===== config.mk =====
export PLATFORM = sky130hd
export DESIGN_NAME = fifo36_frame_arbiter
export DESIGN_NICKNAME = d
export VERILOG_FILES = /design/src/rtl/fifo36_frame_arbiter_pkg.sv /design/src/rtl/fifo36_rr_pick.sv /design/src/rtl/fifo36_frame_arbiter.sv
export SDC_FILE = /design/constraint.sdc
export NUM_CORES = 1
export LEC_CHECK = 0
export BUFFER_PORTS_ARGS = -buffer_cell sky130_fd_sc_hd__buf_2
export CAP_MARGIN = 30
export CORE_AREA = 10 10 74 76
export DETAILED_ROUTE_END_ITERATION = 8
export DIE_AREA = 0 0 84 86
export PLACE_DENSITY_LB_ADDON = 0.25
export SLEW_MARGIN = 25
export SYNTH_ARGS = -nofsm -noshare
export SYNTH_HDL_FRONTEND = slang
export SYNTH_HIERARCHICAL = 1
export SYNTH_SLANG_ARGS = --single-unit

===== constraint.sdc =====
create_clock -name clk -period 2.2 [get_ports clk]
set_input_delay 0.11 -clock clk [delete_from_list [all_inputs] [get_ports clk]]
set_output_delay 0.11 -clock clk [all_outputs]
set_load 0.05 [all_outputs]

===== src/rtl/fifo36_frame_arbiter_pkg.sv =====
// Shared constants for the fifo36 frame arbiter: word bit positions, state encoding, port count.
package fifo36_frame_arbiter_pkg;

  localparam int FIFO36_SOF    = 32;
  localparam int FIFO36_EOF    = 33;
  localparam int FIFO36_OCC_LO = 34;
  localparam int FIFO36_OCC_HI = 35;

  localparam int ARB_PORTS = 4;

  typedef enum logic {
    ST_IDLE   = 1'b0,
    ST_ACTIVE = 1'b1
  } arb_state_e;

  function automatic logic is_eof(input logic [35:0] word);
    return word[FIFO36_EOF];
  endfunction

endpackage


===== src/rtl/fifo36_rr_pick.sv =====
// Combinational 4-way picker: round-robin from last+1, or fixed priority with port 0 highest.
module fifo36_rr_pick
  import fifo36_frame_arbiter_pkg::*;
(
  input  logic [3:0] req,
  input  logic [1:0] last,
  input  logic       mode,
  output logic [1:0] win,
  output logic       valid
);

  logic [1:0] idx;

  always_comb begin
    win   = last;
    valid = |req;
    idx   = '0;
    if (mode) begin
      for (int i = ARB_PORTS - 1; i >= 0; i--) begin
        if (req[i]) win = 2'(i);
      end
    end else begin
      // Scan downward so the smallest offset from last+1 is the one that sticks.
      for (int k = ARB_PORTS; k >= 1; k--) begin
        idx = last + 2'(k);
        if (req[idx]) win = idx;
      end
    end
  end

endmodule


===== src/rtl/fifo36_frame_arbiter.sv =====
// Frame-atomic 4:1 arbiter for a fifo36 src_rdy/dst_rdy link, zero-latency once granted.
// Optional per-port EOF frame counters are built when FIFO36_ARB_FRAME_CNT_EN is defined.
//
//   state     | meaning
//   ST_IDLE   | no grant held; picks a winner from src_rdy_i when any is set
//   ST_ACTIVE | grant held on grant_o until an EOF word transfers
module fifo36_frame_arbiter
  import fifo36_frame_arbiter_pkg::*;
#(
  parameter int PRIORITY = 0
) (
  input  logic         clk,
  input  logic         reset,
  input  logic         clear,
  input  logic [143:0] data_i,
  input  logic [3:0]   src_rdy_i,
  output logic [3:0]   dst_rdy_o,
  output logic [35:0]  data_o,
  output logic         src_rdy_o,
  input  logic         dst_rdy_i,
  output logic         busy_o,
  output logic [1:0]   grant_o
`ifdef FIFO36_ARB_FRAME_CNT_EN
  ,
  input  logic [1:0]   cnt_sel_i,
  output logic [15:0]  frame_cnt_o
`endif
);

  localparam logic PRI_MODE = (PRIORITY != 0);

  arb_state_e  state, state_nxt;
  logic [1:0]  grant, grant_nxt;
  logic [35:0] words [ARB_PORTS];
  logic [35:0] sel_word;
  logic        sel_src;
  logic        xfer_out;
  logic        eof_xfer;
  logic [1:0]  pick_win;
  logic        pick_valid;

  always_comb begin
    for (int i = 0; i < ARB_PORTS; i++) begin
      words[i] = data_i[36*i +: 36];
    end
  end

  assign sel_word = words[grant];
  assign sel_src  = src_rdy_i[grant];
  assign xfer_out = (state == ST_ACTIVE) & sel_src & dst_rdy_i;
  assign eof_xfer = xfer_out & is_eof(sel_word);

  fifo36_rr_pick u_pick (
    .req   (src_rdy_i),
    .last  (grant),
    .mode  (PRI_MODE),
    .win   (pick_win),
    .valid (pick_valid)
  );

  // Grant resets to 3 so round-robin starts its scan at port 0.
  always_ff @(posedge clk) begin
    if (reset || clear) begin
      state <= ST_IDLE;
      grant <= 2'd3;
    end else begin
      state <= state_nxt;
      grant <= grant_nxt;
    end
  end

  always_comb begin
    state_nxt = state;
    grant_nxt = grant;
    case (state)
      ST_IDLE: begin
        if (pick_valid) begin
          state_nxt = ST_ACTIVE;
          grant_nxt = pick_win;
        end
      end
      ST_ACTIVE: begin
        if (eof_xfer) state_nxt = ST_IDLE;
      end
      default: state_nxt = ST_IDLE;
    endcase
  end

  always_comb begin
    data_o    = sel_word;
    src_rdy_o = 1'b0;
    dst_rdy_o = '0;
    if (state == ST_ACTIVE) begin
      src_rdy_o        = sel_src;
      dst_rdy_o[grant] = dst_rdy_i;
    end
  end

  assign busy_o  = (state == ST_ACTIVE);
  assign grant_o = grant;

`ifdef FIFO36_ARB_FRAME_CNT_EN
  logic [15:0] frame_cnt [ARB_PORTS];

  always_ff @(posedge clk) begin
    if (reset || clear) begin
      for (int i = 0; i < ARB_PORTS; i++) frame_cnt[i] <= '0;
    end else if (eof_xfer) begin
      frame_cnt[grant] <= frame_cnt[grant] + 16'd1;
    end
  end

  assign frame_cnt_o = frame_cnt[cnt_sel_i];
`endif

endmodule


* Word level (Yosys, flattened, before mapping) *
Index checks and enable logic that the tools add are counted.

storage, ports and cells
  memories = 0
  register bits after elaboration = 3
  output and inout bits = 44
  input bits = 152
  ROM bits = 0
  latch bits = 0
  word-level logic and storage cells = 43
  memory bits (writable) = 0

operators by class
  shifts and indexed selects = 0
  reduce and logical (&&, ||, !) cells = 5
  divide/modulo/power cells = 0
  multiplexer cells = 21
  magnitude comparators = 6
  bitwise gates (word level) = 6
  multipliers = 0
  add/sub/neg operators = 3
  equality and inequality tests = 0

operators with widths
  operator                                                    count
  binary-select mux 36 bit (select 2 bit)                     1
  2-to-1 mux 36 bit                                           2
  less-than comparator 2 x 3 -> 1 bit, second input constant  4
  binary-select mux 1 bit (select 2 bit)                      4
  2-to-1 mux 1 bit                                            8
  2-to-1 mux 2 bit                                            3
  adder 2 bit, second input constant                          2
  AND 4 bit                                                   1
  2-to-1 mux 4 bit                                            1
  OR reduction 4 bit                                          1
  AND 1 bit                                                   3
  >= comparator 3 bit, second input constant                  1
  inverter 2 -> 3 bit                                         1
  AND reduction 3 bit                                         1
  nonzero test 3 bit                                          1
  adder 2 x 1 -> 2 bit, second input constant                 1
  demux 1 bit (select 2 bit)                                  1
  >= comparator 2 x 1 -> 1 bit, second input constant         1
  case mux 1 bit (2 select lines)                             1
  logical AND 1 bit                                           1
  logical OR 1 bit                                            1
  inverter 1 bit                                              1

* Depth between registers and ports, before layout *
  word-level depth = 7
  depth in mapped cells = 5

* Hierarchy *
The synthesis kept the hierarchy.

by module, submodules not included
  module                times used  area each (um^2)  cells an instance
  fifo36_frame_arbiter  1           1,049.8           65
  fifo36_rr_pick        1           107.6             15

* Least setup slack after synthesis *
Ideal clock, no wire load.

  path type = register to output
  from = register grant[1] (netlist: grant_o[1])
  to = output port dst_rdy_o[2]
  arrival = 2.461 ns
  setup slack = -0.371 ns
  stages on the path, launching flop included = 4
  data required time = 2.090 ns
  cell sequence = dfxtp_1 clkbuf_1 clkbuf_1 nor3b_1

between the ends
  longest elaborated chain between the ends = 6

RTL lines
  element                                                                                     RTL line                    RTL
  from (decl)                                                                                 fifo36_frame_arbiter.sv:33  logic [1:0] grant, grant_nxt;
  from (signal assigned)                                                                      fifo36_frame_arbiter.sv:68  grant <= grant_nxt;
  less-than comparator 2 x 3 -> 1 bit / >= comparator 2 x 1 -> 1 bit (equally long branches)  -
  logical AND 1 bit (implied by the code)                                                     fifo36_frame_arbiter.sv:95  dst_rdy_o[grant] = dst_rdy_i;
  2-to-1 mux 1 bit (implied by the code)                                                      fifo36_frame_arbiter.sv:95
  demux 1 bit (select 2 bit) (*)                                                              fifo36_frame_arbiter.sv:95
  AND 4 bit (no source line) (*)                                                              -
  2-to-1 mux 4 bit (*)                                                                        fifo36_frame_arbiter.sv:93  if (state == ST_ACTIVE) begin
  to (decl)                                                                                   fifo36_frame_arbiter.sv:17  output logic [3:0] dst_rdy_o,

Every way passes the cells marked *; elsewhere a longest branch is shown, timed or not.

* Final worst setup path *
  from = register grant[0] (netlist: grant_o[0])
  to = output port data_o[17]

between the ends
  longest elaborated chain between the ends = 4

RTL lines
  element                                               RTL line                    RTL
  inverter 2 -> 3 bit (implied by the code)             fifo36_frame_arbiter.sv:48  assign sel_word = words[grant];
  binary-select mux 36 bit (select 2 bit)               fifo36_frame_arbiter.sv:48
  2-to-1 mux 36 bit (implied by the code) (2 in a row)  fifo36_frame_arbiter.sv:48
  to (decl)                                             fifo36_frame_arbiter.sv:18  output logic [35:0] data_o,

Every way passes these cells. The select of a mux whose other input is x is not followed.

==> flow_summary.json <==
{
  "power_density_mw_per_mm2": 417,
  "drc_errors": 0,
  "start_util_pct": 29.1,
  "status": "finished clean",
  "yosys_register_bits": 3,
  "die_h_um": 86,
  "placedInstanceArea_mm2": 0.00222,
  "grt_use_total_pct": 17.9,
  "grtUsageMet1_pct": 17.5,
  "grt_first_pass_wirelength_um": 10400,
  "rsz0062_at_grt": "false",
  "totalWireLength_um": 7050,
  "avgViaCountPerCell": 5.06,
  "hold_viol": 0,
  "synth-seq-area-share_pct": 5.19,
  "n_antenna_cell": 0,
  "clkLatencyLatePin_ps": 220,
  "slew_viol_final": 0,
  "setup_viol": 0,
  "crit_path_end_kind": "primary output",
  "max_stage_delay_ps": 520,
  "p_int_mw": 0.469,
  "die_w_um": 84,
  "die-area_mm2": 0.00722,
  "hold_path_class": "in2reg",
  "path_clk_slew_ps": 30,
  "synth_top_cell_by_area": "mux4_2",
  "io_pins": 196,
  "seqPwrFrac_pct": 8.0,
  "drt_iter0_drc": 73,
  "first_global_vias": 1841,
  "fmax_mhz": 542,
  "crit_path_cell_trace": "buf_12, mux4_2, buf_2",
  "core_mm2": 0.00397,
  "synth_top_area_share_pct": 72.0,
  "sw_frac_of_total_pct": 50.2,
  "fin_area_mm2": 0.00226,
  "grtUsageMet2_pct": 35.4,
  "grt.overflow.total": 0,
  "p_leak_nw": 1.22,
  "wl_per_cell_um": 21.7,
  "final_cells": 325,
  "synth_warnings": 6,
  "cp.required_ps": 2090,
  "place_inst": 321,
  "tightest_slew_ps": 587,
  "antenna_left": 0,
  "top_usage_layer": "met2",
  "place_congestion": 0.761,
  "finalCritPeriodShare_pct": 83.9,
  "min_period_ps": 1850,
  "worstPathMaxFanout": 21,
  "nFillCells": 352,
  "cts_setup_buffers": 0,
  "slew_headroom_pct": 60.9,
  "cts_max_path_buffers": 2,
  "met3_usage_pct": 6.53,
  "cp_top_family": "flip-flops",
  "critical_path_class": "reg2out",
  "synth_area_per_cell_um2": 14.5,
  "clkPwrFrac_pct": 17.1,
  "synth_area_leaders": "mux4_2, dfxtp_1, mux2i_1, buf_4, nor3b_1",
  "dpl.hpwl_um": 6450,
  "cp_slowest_cell": "dfxtp_2",
  "yosysUniqueCellTypes": 22,
  "antenna_found_initial": 0,
  "first_pass_iters": 4,
  "cts_tree": "built",
  "hold_buffers": 0,
  "port_buffers": 195,
  "crit_arrival_ps": 1740,
  "fin_setup_tns_ps": 0,
  "max_cap_violations": 0,
  "area_growth_pct": 95.6,
  "drive_gt1_share_pct": 89.5,
  "synth_area_mm2": 0.00116,
  "cts.sinks": 3,
  "cp-start-kind": "flop",
  "ctsRootBufferMaster": "clkbuf_8",
  "final_nets": 428,
  "p_sw_mw": 0.473,
  "grt_max_degree": 26,
  "syn_inst": 80,
  "power_frac_comb_pct": 74.8,
  "skew_ps": 2.47,
  "path_buf_inv": 2,
  "vias": 1646,
  "cts_resized": 0,
  "num_rows": 23,
  "htreeDepth": 1,
  "cts_buffers": 3,
  "ir_drop_v": 0.000345
}
worst paths after layout:
check,from,end,slack [ps],cells past startpoint
worst min register to register,busy_o,busy_o,630,1
worst min-delay path,reset,grant_o[0],110,3
worst max-delay path,grant_o[0],data_o[17],350,3
worst max register to register,grant_o[1],busy_o,600,4
cells by family after synthesis:
logic type	after synthesis	share of synthesized area, %
AOI/OAI and AO/OA	9	7.14
buffers and inverters	11	5.62
DFF	3	5.19
muxes	40	74.6
other	1	0.324
and+or+nand+nor	16	7.14
per-layer routing:
layer	up-vias	share of wire, %
li1	752	-
met1	780	32
met2	108	56
met3	6	10
met4	0	0.96
met5	-	0
placed cells by master (no fill, tap or decap):
cell        n
buf_2     195
mux2i_1     3
mux4_2     37
nor2_1      4
o32a_1      1
nor3_1      1
nor3b_1     1
dfxtp_2     2
nand2_1     5
conb_1      4
o41ai_2     1
o21ai_0     2
nor2b_1     1
clkbuf_1    1
dfxtp_1     1
o21a_1      3
nor3b_2     2
and4_1      1
o221a_2     1
and2_1      1
clkbuf_8    3
inv_2       1
buf_12      3
o22ai_2     1
per-stage QoR:
step                power (mW)  util [%]  setup slack, ps  hold slack, ps
global route             0.989      57.0              275             151
CTS                      0.954      57.0              333             112
global placement         0.776      55.9              593             332
finish                   0.943      57.0              354             112
detailed placement       0.788      55.9              565             336
floorplan                0.557         -             19.1             219
power by group through the flow:
stage | clock network (mW) | registers, mW | logic [mW]
after detailed placement | 0 | 0.0769 | 0.711
after global routing | 0.170 | 0.0778 | 0.741
final | 0.162 | 0.0757 | 0.706
after CTS | 0.165 | 0.0761 | 0.712
after floorplan | 0 | 0.0750 | 0.482
after global placement | 0 | 0.0762 | 0.699
area by class of cell:
class	instances	area (um2)	share of cell area [%]
Clock buffer	4	45.0	1.99
Multi-Input combinational cell	69	1050	46.5
Inverter	1	3.75	0.166
Sequential cell	3	62.6	2.76
Timing Repair Buffer	198	1040	45.8
Tap cell	50	62.6	2.76
worst register-to-register path, stage by stage, from the launching register on:
cell and delay (ps):
dfxtp_2 700, buf_12 260, mux4_2 330, nand2_1 90, o221a_2 170
synthesized netlist by cell type:
cell type	n
and4_1	1
nand2_1	5
inv_2	1
nor3b_1	3
o22ai_2	1
o21ai_0	2
o41ai_2	1
nor2_1	4
dfxtp_1	3
mux4_2	37
o32a_1	1
buf_6	1
and2_1	1
buf_2	4
o221a_2	1
buf_4	3
nor3_1	1
o21a_1	3
nor2b_1	1
clkbuf_1	2
mux2i_1	3
conb_1	1
state kept, by name, summed over array words and instances, names as in the netlist:
name and count:
grant_o 2, busy_o 1
No activity file was read; power rests on OpenSTA's default activity.
